`src/rtl/syscheck_seq_pkg.sv`:
```
// Shared types and constants for the CPU strap validation sequencer.
package syscheck_seq_pkg;

    // Width of the concatenated strap vector.
    localparam int STRAP_W = 14;

    // Bit position of invCPUSktOcc[0] (CPU0 occupied, active-low) in the strap vector.
    localparam int OCC_LSB = 12;

    // Snapshot reset value: both sockets reported empty, all IDs zero.
    localparam logic [STRAP_W-1:0] STRAP_RST = {2'b11, 12'b0};

    typedef enum logic [2:0] {
        ST_IDLE   = 3'd0,
        ST_SETTLE = 3'd1,
        ST_SAMPLE = 3'd2,
        ST_CHECK  = 3'd3,
        ST_RUN    = 3'd4,
        ST_FAULT  = 3'd5
    } state_e;

    typedef enum logic [2:0] {
        FLT_NONE     = 3'd0,
        FLT_UNSTABLE = 3'd1,
        FLT_MISMATCH = 3'd2,
        FLT_SKT_CHG  = 3'd3,
        FLT_NO_CPU0  = 3'd4
    } fault_e;

endpackage

```
`src/rtl/syscheck_sequencer_filter.sv`:
```
// Strap stability filter: counts consecutive identical samples and glitches.
// oDone/oFail are combinational and refer to the sample taken this cycle.
module strap_stability_filter
    import syscheck_seq_pkg::*;
#(
    parameter int unsigned STABLE_SAMPLES = 8,
    parameter int unsigned MAX_GLITCH     = 3
) (
    input  logic               iClk,
    input  logic               iRst,
    input  logic               iClear,
    input  logic [STRAP_W-1:0] ivStraps,
    output logic               oDone,
    output logic               oFail
);

    localparam logic [7:0] STABLE_LAST = 8'(STABLE_SAMPLES - 1);
    localparam logic [3:0] GLITCH_LAST = 4'(MAX_GLITCH);

    logic [STRAP_W-1:0] prev_q;
    logic [7:0]         stable_q, stable_d;
    logic [3:0]         glitch_q, glitch_d;

    // Previous-cycle vector and counters; prev tracks the live vector every cycle.
    always_ff @(posedge iClk or posedge iRst) begin
        // NOTE: sequential state uses non-blocking assignments so all registers update together.
        if (iRst) begin
            prev_q   <= '0;
            stable_q <= '0;
            glitch_q <= '0;
        end else begin
            prev_q   <= ivStraps;
            stable_q <= stable_d;
            glitch_q <= glitch_d;
        end
    end

    // Compare against the previous sample; a mismatch never reports done.
    always_comb begin
        // NOTE: every output of this block gets a default first so no latch is inferred.
        stable_d = stable_q;
        glitch_d = glitch_q;
        oDone    = 1'b0;
        oFail    = 1'b0;
        if (iClear) begin
            stable_d = '0;
            glitch_d = '0;
        end else if (ivStraps == prev_q) begin
            oDone    = (stable_q == STABLE_LAST);
            stable_d = stable_q + 8'd1;
        end else begin
            oFail    = (glitch_q == GLITCH_LAST);
            stable_d = '0;
            glitch_d = glitch_q + 4'd1;
        end
    end

endmodule

```
`src/rtl/syscheck_sequencer.sv`:
```
// CPU strap validation sequencer: settle, sample until stable, freeze a
// snapshot for the SysCheck comparator, then grant CPU power-on or fault.
module syscheck_sequencer
    import syscheck_seq_pkg::*;
#(
    parameter int unsigned SETTLE_CYCLES  = 1000,
    parameter int unsigned STABLE_SAMPLES = 8,
    parameter int unsigned MAX_GLITCH     = 3,
    parameter int unsigned CHECK_LATENCY  = 3
) (
    input  logic       iClk,
    input  logic       iRst,
    input  logic       iAuxPwrDone,
    input  logic [1:0] invCPUSktOcc,
    input  logic [1:0] ivIntr,
    input  logic [1:0] ivProcIDCPU1,
    input  logic [1:0] ivProcIDCPU2,
    input  logic [2:0] ivPkgIDCPU1,
    input  logic [2:0] ivPkgIDCPU2,
    input  logic       iSysOk,
    input  logic       iClear,
    output logic [1:0] onvCPUSktOccL,
    output logic [1:0] ovIntrL,
    output logic [1:0] ovProcIDCPU1L,
    output logic [1:0] ovProcIDCPU2L,
    output logic [2:0] ovPkgIDCPU1L,
    output logic [2:0] ovPkgIDCPU2L,
    output logic       oStrapsValid,
    output logic       oCpuGo,
    output logic       oFault,
    output logic [2:0] ovFaultCode
);

    localparam logic [15:0] SETTLE_LAST = 16'(SETTLE_CYCLES - 1);
    localparam logic [15:0] CHECK_LAST  = 16'(CHECK_LATENCY);

    logic [STRAP_W-1:0] straps_live;
    logic [STRAP_W-1:0] snap_q;
    state_e             state_q, state_d;
    fault_e             code_q, code_d;
    logic [15:0]        cnt_q, cnt_d;
    logic               valid_q, go_q, fault_q;
    logic               snap_load;
    logic               filt_clear, filt_done, filt_fail;

    assign straps_live = {invCPUSktOcc, ivIntr, ivProcIDCPU2, ivProcIDCPU1,
                          ivPkgIDCPU2, ivPkgIDCPU1};

    // Filter counters only run while sampling.
    assign filt_clear = (state_q != ST_SAMPLE);

    strap_stability_filter #(
        .STABLE_SAMPLES (STABLE_SAMPLES),
        .MAX_GLITCH     (MAX_GLITCH)
    ) u_filter (
        .iClk     (iClk),
        .iRst     (iRst),
        .iClear   (filt_clear),
        .ivStraps (straps_live),
        .oDone    (filt_done),
        .oFail    (filt_fail)
    );

    // Next-state, fault code and snapshot-load decode; aux loss outranks everything but FAULT.
    always_comb begin
        state_d   = state_q;
        code_d    = code_q;
        snap_load = 1'b0;
        unique case (state_q)
            ST_IDLE: begin
                if (iAuxPwrDone) state_d = ST_SETTLE;
            end
            ST_SETTLE: begin
                if (!iAuxPwrDone)              state_d = ST_IDLE;
                else if (cnt_q == SETTLE_LAST) state_d = ST_SAMPLE;
            end
            ST_SAMPLE: begin
                if (!iAuxPwrDone) begin
                    state_d = ST_IDLE;
                end else if (filt_fail) begin
                    state_d = ST_FAULT;
                    code_d  = FLT_UNSTABLE;
                end else if (filt_done) begin
                    snap_load = 1'b1;
                    if (straps_live[OCC_LSB]) begin
                        state_d = ST_FAULT;
                        code_d  = FLT_NO_CPU0;
                    end else begin
                        state_d = ST_CHECK;
                    end
                end
            end
            ST_CHECK: begin
                if (!iAuxPwrDone) begin
                    state_d = ST_IDLE;
                end else if (cnt_q == CHECK_LAST) begin
                    if (iSysOk) begin
                        state_d = ST_RUN;
                    end else begin
                        state_d = ST_FAULT;
                        code_d  = FLT_MISMATCH;
                    end
                end
            end
            ST_RUN: begin
                if (!iAuxPwrDone) begin
                    state_d = ST_IDLE;
                end else if (invCPUSktOcc != snap_q[OCC_LSB +: 2]) begin
                    state_d = ST_FAULT;
                    code_d  = FLT_SKT_CHG;
                end
            end
            ST_FAULT: begin
                if (iClear) begin
                    state_d = iAuxPwrDone ? ST_SETTLE : ST_IDLE;
                    code_d  = FLT_NONE;
                end
            end
            default: begin
                state_d = ST_IDLE;
                code_d  = FLT_NONE;
            end
        endcase
    end

    // Wait counter restarts on every state change and only counts in SETTLE and CHECK.
    always_comb begin
        cnt_d = '0;
        if ((state_d == state_q) && ((state_q == ST_SETTLE) || (state_q == ST_CHECK))) begin
            cnt_d = cnt_q + 16'd1;
        end
    end

    // State, counter, snapshot and registered outputs decoded from the next state.
    always_ff @(posedge iClk or posedge iRst) begin
        if (iRst) begin
            state_q <= ST_IDLE;
            code_q  <= FLT_NONE;
            cnt_q   <= '0;
            snap_q  <= STRAP_RST;
            valid_q <= 1'b0;
            go_q    <= 1'b0;
            fault_q <= 1'b0;
        end else begin
            state_q <= state_d;
            code_q  <= code_d;
            cnt_q   <= cnt_d;
            if (snap_load) snap_q <= straps_live;
            valid_q <= (state_d == ST_CHECK) || (state_d == ST_RUN);
            go_q    <= (state_d == ST_RUN);
            fault_q <= (state_d == ST_FAULT);
        end
    end

    assign onvCPUSktOccL = snap_q[13:12];
    assign ovIntrL       = snap_q[11:10];
    assign ovProcIDCPU2L = snap_q[9:8];
    assign ovProcIDCPU1L = snap_q[7:6];
    assign ovPkgIDCPU2L  = snap_q[5:3];
    assign ovPkgIDCPU1L  = snap_q[2:0];
    assign oStrapsValid  = valid_q;
    assign oCpuGo        = go_q;
    assign oFault        = fault_q;
    assign ovFaultCode   = code_q;

endmodule

```
`config.mk`:
```
export PLATFORM = sky130hd
export DESIGN_NAME = syscheck_sequencer
export DESIGN_NICKNAME = d
export VERILOG_FILES = /design/src/rtl/syscheck_seq_pkg.sv /design/src/rtl/syscheck_sequencer_filter.sv /design/src/rtl/syscheck_sequencer.sv
export SDC_FILE = /design/constraint.sdc
export NUM_CORES = 1
export LEC_CHECK = 0
export ABC_AREA = 0
export BUFFER_PORTS_ARGS = -buffer_cell sky130_fd_sc_hd__buf_2
export CAP_MARGIN = 0
export CORE_MARGIN = 1.5
export CORE_UTILIZATION = 50
export CTS_CLUSTER_SIZE = 10
export DETAILED_ROUTE_END_ITERATION = 7
export GPL_ROUTABILITY_DRIVEN = 0
export GPL_TIMING_DRIVEN = 0
export HOLD_SLACK_MARGIN = 0.08
export PLACE_DENSITY = 0.78
export SETUP_SLACK_MARGIN = 0.05
export SLEW_MARGIN = 20
export SYNTH_ARGS = -nofsm -noshare
export SYNTH_HDL_FRONTEND = slang
export SYNTH_SLANG_ARGS = --single-unit
```
`constraint.sdc`:
```
create_clock -name iClk -period 2.55 [get_ports iClk]
set_input_delay 0.1275 -clock iClk [delete_from_list [all_inputs] [get_ports iClk]]
set_output_delay 0.1275 -clock iClk [all_outputs]
set_load 0.01 [all_outputs]
```
# [Word level (Yosys, flattened, before mapping)]
# Index checks and enable logic that the tools add are counted.
# W data, S select, Z words.
[classes] addsub=3 n_eq_ne=26 muxes=39 bitwise=1 n_reduce_logical=6
[ops] cell="$mux W3" count=22
[ops] cell="$pmux W3 S6" count=1
[ops] cell="$add A16 B1 Y16 const B" count=1
[ops] cell="$eq A16 B10 Y1 const B" count=1
[ops] cell="$eq A16 B2 Y1 const B" count=1
[ops] cell="$mux W16" count=1
[ops] cell="$mux W8" count=2
[ops] cell="$ne A2 B2 Y1 const B" count=8
[ops] cell="$pmux W3 S5" count=1
[ops] cell="$eq A14 B14 Y1" count=1
[ops] cell="$eq A3 B3 Y1 const B" count=4
[ops] cell="$mux W1" count=10
[ops] cell="$reduce_and A10 Y1" count=1
[ops] cell="$eq A3 B2 Y1 const B" count=3
[ops] cell="$add A8 B1 Y8 const B" count=1
[ops] cell="$eq A8 B3 Y1 const B" count=1
[ops] cell="$mux W4" count=2
[ops] cell="$ne A3 B3 Y1 const B" count=2
[ops] cell="$add A4 B1 Y4 const B" count=1
[ops] cell="$eq A4 B2 Y1 const B" count=1
[ops] cell="$eq A3 B1 Y1 const B" count=1
[ops] cell="$eq A3 B3 Y1" count=1
[ops] cell="$logic_not A3 Y1" count=1
[ops] cell="$ne A3 B2 Y1 const B" count=1
[ops] cell="5 further kinds" count=6
[word_totals] reg_bits=65 in_bits=19 out_inout_bits=20 elab_cells=85

# [Longest topological paths before layout]
[depth] depth_word=10 ltp_mapped=9 depth_no_buf=7

# [Cells and area by module]
# From an unflattened synthesis, not the netlist that was laid out.
[unflattened] hier_cells=279 hier_area_um2=3223.1
[modules_own_cells] mod="syscheck_sequencer" instances=1 cells_per_inst=178 area_per_inst_um2=1948.1 seq_area_each_um2=978.4
[modules_own_cells] mod="strap_stability_filter" instances=1 cells_per_inst=101 area_per_inst_um2=1275.0 seq_area_each_um2=650.6

# [Least setup slack after synthesis]
# Ideal clock, no wire load.
[synth_timing] path_type="flip-flop to flip-flop" from="register cnt_q[0]" to="register valid_q (netlist: oStrapsValid)" setup_time_ns=0.125 t_arrival_ns=2.133 required_time_ns=2.425 path_slack_ns=0.292 stages_incl_launch_ff=9 n_path_buf=1 period_less_slack_ns=2.258 cell_sequence="dfrtp_1 -> ha_1 -> nor3b_1 -> nand4_2 -> o211ai_2 -> o21ai_2 -> or4_1 -> buf_2 -> mux2_4"
[synth_via] elab_chain_cells=6 word_cells_on_any_way=10 classes_between="4 x eq/ne; 5 x mux; 1 x reduce/logical"
[synth_rtl] element="start: declaration" line="syscheck_sequencer.sv:41" rtl="logic [15:0] cnt_q, cnt_d;"
[synth_rtl] element="start signal: assignment" line="syscheck_sequencer.sv:147" rtl="cnt_q <= cnt_d;"
[synth_rtl] element="$eq A16 B2 Y1 / $eq A16 B10 Y1 (equally long branches)" line="syscheck_sequencer.sv:96, syscheck_sequencer.sv:75"
[synth_rtl] element="$mux W3 (on tied branches)" line="syscheck_sequencer.sv:96, syscheck_sequencer.sv:75"
[synth_rtl] element="$mux W3 (on tied branches)" line="syscheck_sequencer.sv:94, syscheck_sequencer.sv:74"
[synth_rtl] element="$pmux W3 S6 *" line="syscheck_sequencer.sv:69" rtl="unique case (state_q)"
[synth_rtl] element="via state_d[0]" line="syscheck_sequencer.sv:39" rtl="state_e state_q, state_d;"
[synth_rtl] element="$eq A3 B2 Y1 / $eq A3 B3 Y1 (equally long branches)" line="syscheck_sequencer.sv:149" rtl="valid_q <= (state_d == ST_CHECK) || (state_d == ST_RUN);"
[synth_rtl] element="$logic_or A1 B1 Y1 *" line="syscheck_sequencer.sv:149"
[synth_rtl] element="end signal: assignment" line="syscheck_sequencer.sv:149"
[synth_rtl] element="end: declaration" line="syscheck_sequencer.sv:42" rtl="logic valid_q, go_q, fault_q;"
# Mark *: on every way through the listed nets, which the timed path passes. The rest lies on a longest branch.
# A chain may end at the register's enable or synchronous reset.

# [Worst setup path in the final report]
# Ends and elaborated chain as after synthesis.

==> metrics.txt <==
Clk Latency, worst-skew pair=~340 ps; hold slack=230 ps; Synth area leaders=dfrtp_1 (53%), xnor2_1 (7.1%), mux2_2 (6.4%); PortBufs=37; die width=about 80 µm; largest net degree at the start of global routing=36; Max VDD drop=0.465 mV; initial antenna violation count=0; WL final=approximately 5600 µm; DRT Pass-1 Iters=4; row cnt=27; syn_nets=284; Die Y=80.2 µm; CP max stage cell=or4_1; Final Core Density=between 60% and 70%; Synth Warn #=0; cts bufs inserted=9; Worst Path Arrival=around 2600 ps; Pleak=1.75 nW; layout cells sized above 1=approximately 28%; Setup crit start kind=register; Yosys top cell area share=between 50% and 60%; worst-path maximum fanout=6; all-layer global routing usage=20.3%; Tmin final=about 2400 ps; Hold Crit Class=in2reg; post-synth top area cell=dfrtp_1; synthesized area per cell=between 10 and 15 µm²; final count of hold timing violations=0; Non-Filler Instances=slightly above 400; full die area=6420 µm²; Starting Density=a little over half; layout net count=around 350; max-slew violation count=0; Iteration-0 DRC Markers=132; maximum clock path buffer count=2; Boundary Pins=39; DRC viols=0; fmax=between 400 and 500 MHz; #FFs+latches synth=65; RR Startpoint=cnt_q[0]; Post-Syn Area=about 3000 µm²; Post-Place Setup Slack=-46.6 ps; final period utilization=93.9%; worst path buffer plus inverter count=1; sequential area share after synthesis=a little over half; worst-path cell chain=ha_2 -> nor3b_2 -> nand4_2 -> o211ai_2 -> o21ai_2 -> or4_1 -> buf_2 -> mux2_4; cell count along the critical path=8; detailed-route via count=about 2,100; vias in the first global route=2,115; Mapped Cells=262; first-pass GRT wire length=between 9000 and 10,000 µm; DRT antenna net count=0; launch point of the critical path=cnt_q[0]; actual slew at the worst max-slew pin=between 500 and 600 ps; Wirelength per Cell=approximately 14 µm; ant diodes=0; Worst Setup EP=oStrapsValid; Max-cap violations=0; GR Overflow Total=0; total power=approximately 2.2 mW; reg2reg path depth=8; unrepaired setup endpoints after global routing=false; r2r endpoint=oStrapsValid; Clk pin slew, worst setup/hold paths=70 ps; CP delay by family, top=simple AND/OR/NAND/NOR gates; Rel. slew slack=between 60 and 70%; Final WS setup=157 ps; Critical Path RT=2760 ps; Critical Path Max Stage Delay=about 500 ps; FF-to-FF setup slack=160 ps; core area=5610 µm²; critical path endpoint category=register; Netlist cell types=42; Sink Count=65; final setup vio count=0; root buffer cell=clkbuf_8; Detailed Place HPWL=3810 µm; Clock H-tree levels=3; CTS tree=built; cell count after placement=approximately 370; status=finished clean; Vias per Instance=approximately 5.3; Hold Startpoint=iClear; synth-to-layout area growth=23.9%; Cell Pwr Density=586 nW/µm²; WS Path Type=reg2reg; Clock Skew=approximately 10 ps
-- cells in the final DEF (no fill, tap or decap), drive strengths merged, types with 2 or more instances in the layout --
cell type | netlist | routed
a21o | 3 | 3
a21oi | 7 | 7
and3 | 10 | 10
and4 | 2 | 2
buf | 6 | 44
bufinv | 0 | 2
clkbuf | 2 | 13
clkinv | 0 | 3
dfrtp | 63 | 63
dfstp | 2 | 2
dlygate4sd3 | 0 | 15
ha | 3 | 3
inv | 8 | 8
mux2 | 18 | 18
nand2 | 9 | 9
nand2b | 3 | 3
nand3 | 14 | 14
nand4 | 6 | 6
nor2 | 34 | 34
nor3 | 2 | 2
nor4 | 7 | 7
o211ai | 2 | 2
o21ai | 7 | 7
or3 | 3 | 3
or4 | 2 | 2
xnor2 | 24 | 24
xor2 | 14 | 14
-- area by class of cell --
class / count / area [µm²]
Buffer: 8 / 43.8
Clock buffer: 11 / 141
Clock inverter: 5 / 78.8
Fill cell: 453 / 1920
Inverter: 8 / 32.5
Multi-Input combinational cell: 181 / 1320
Sequential cell: 65 / 1630
Tap cell: 72 / 90.1
Timing Repair Buffer: 53 / 355
-- cells in the mapped netlist --
master      n
nand4_2     1
mux2_4      1
nor4_1      4
o31ai_1     1
a32oi_1     1
o21ai_2     1
and2_1      1
nor4_2      2
clkbuf_1    2
inv_2       1
dfrtp_1    63
ha_1        3
or4_1       2
a21o_1      3
and3_1     10
nand4_1     5
mux2i_1     1
o21ai_0     6
o41ai_2     1
nand2b_1    3
nand3_1    14
mux2_2     17
a32o_1      1
dfstp_2     2
nor3b_1     1
a211oi_1    1
nor4_4      1
o211ai_2    1
nand2_1     9
o211ai_1    1
or3_1       3
and4_1      2
nor3_1      2
buf_2       6
a211o_1     1
o2bb2ai_1   1
inv_1       7
nor2_1     34
nor2b_1     1
a21oi_1     7
xnor2_1    24
xor2_1     14
-- stage by stage --
stage | cell area, µm² | setup TNS, ps
4_1_cts | 3660 | 0
3_3_place_gp | 3250 | -19.6
6_report | 3690 | 0
5_1_grt | 3690 | 0
2_1_floorplan | 2980 | 0
3_5_place_dp | 3270 | -79.3
-- report_power, final --
group / switching, mW / total (mW) / internal (mW)
registers: 0.0104 / 1.06 / 1.05
clock network: 0.387 / 0.963 / 0.576
logic: 0.0775 / 0.140 / 0.0629
-- worst min path at each step --
stage	slack (ps)	cells past startpoint	to
2_1_floorplan	160	0	u_filter.prev_q[0]
3_3_place_gp	280	1	u_filter.prev_q[6]
3_5_place_dp	150	2	snap_q[9]
4_1_cts	210	4	oCpuGo
5_1_grt	220	4	oCpuGo
6_report	230	4	oCpuGo
-- worst reg2reg max path, stage by stage (launching register included) --
cell      delay (ps)
dfrtp_1          400
ha_2             220
nor3b_2          180
nand4_2          200
o211ai_2         220
o21ai_2           90
or4_1            500
buf_2            170
mux2_4           290
-- kinds of logic after synthesis --
group	Yosys count	synth area share, %
adder cells (fa/ha/maj)	3	1.26
flip-flops	65	54.7
buffers and inverters	16	2.27
AND/OR/NAND/NOR	95	17.1
multiplexers	19	7.27
AO/OA/AOI/OAI	26	6.18
XOR/XNOR	38	11.2
-- sequential cells by signal, indices dropped and copies added, names as in the netlist --
name               count
state_q                3
u_filter.prev_q       14
oCpuGo                 1
cnt_q                 16
u_filter.stable_q      8
u_filter.glitch_q      4
oStrapsValid           1
ovFaultCode            3
snap_q                14
oFault                 1
-- repair_timing --
| action | CTS | global route |
|---|---|---|
| pin swaps | 0 | 1 |
| gates resized for setup | 3 | 5 |
| cloned | 0 | 0 |
| hold buffers | 15 | 0 |
| endpoints found under the hold margin | 57 | 0 |
| buffers inserted | 0 | 0 |
| setup endpoints to repair | 12 | 14 |
-- routing by layer --
metal	vias to the layer above	part of all wire, %	track usage [%]
met2	40	48	30.6
met1	1039	46	26.3
met5	-	0	0
met4	0	2.8	11.2
met3	14	3.2	5.80
li1	1044	-	-
Note: power is estimated with default switching activity, not from simulation.
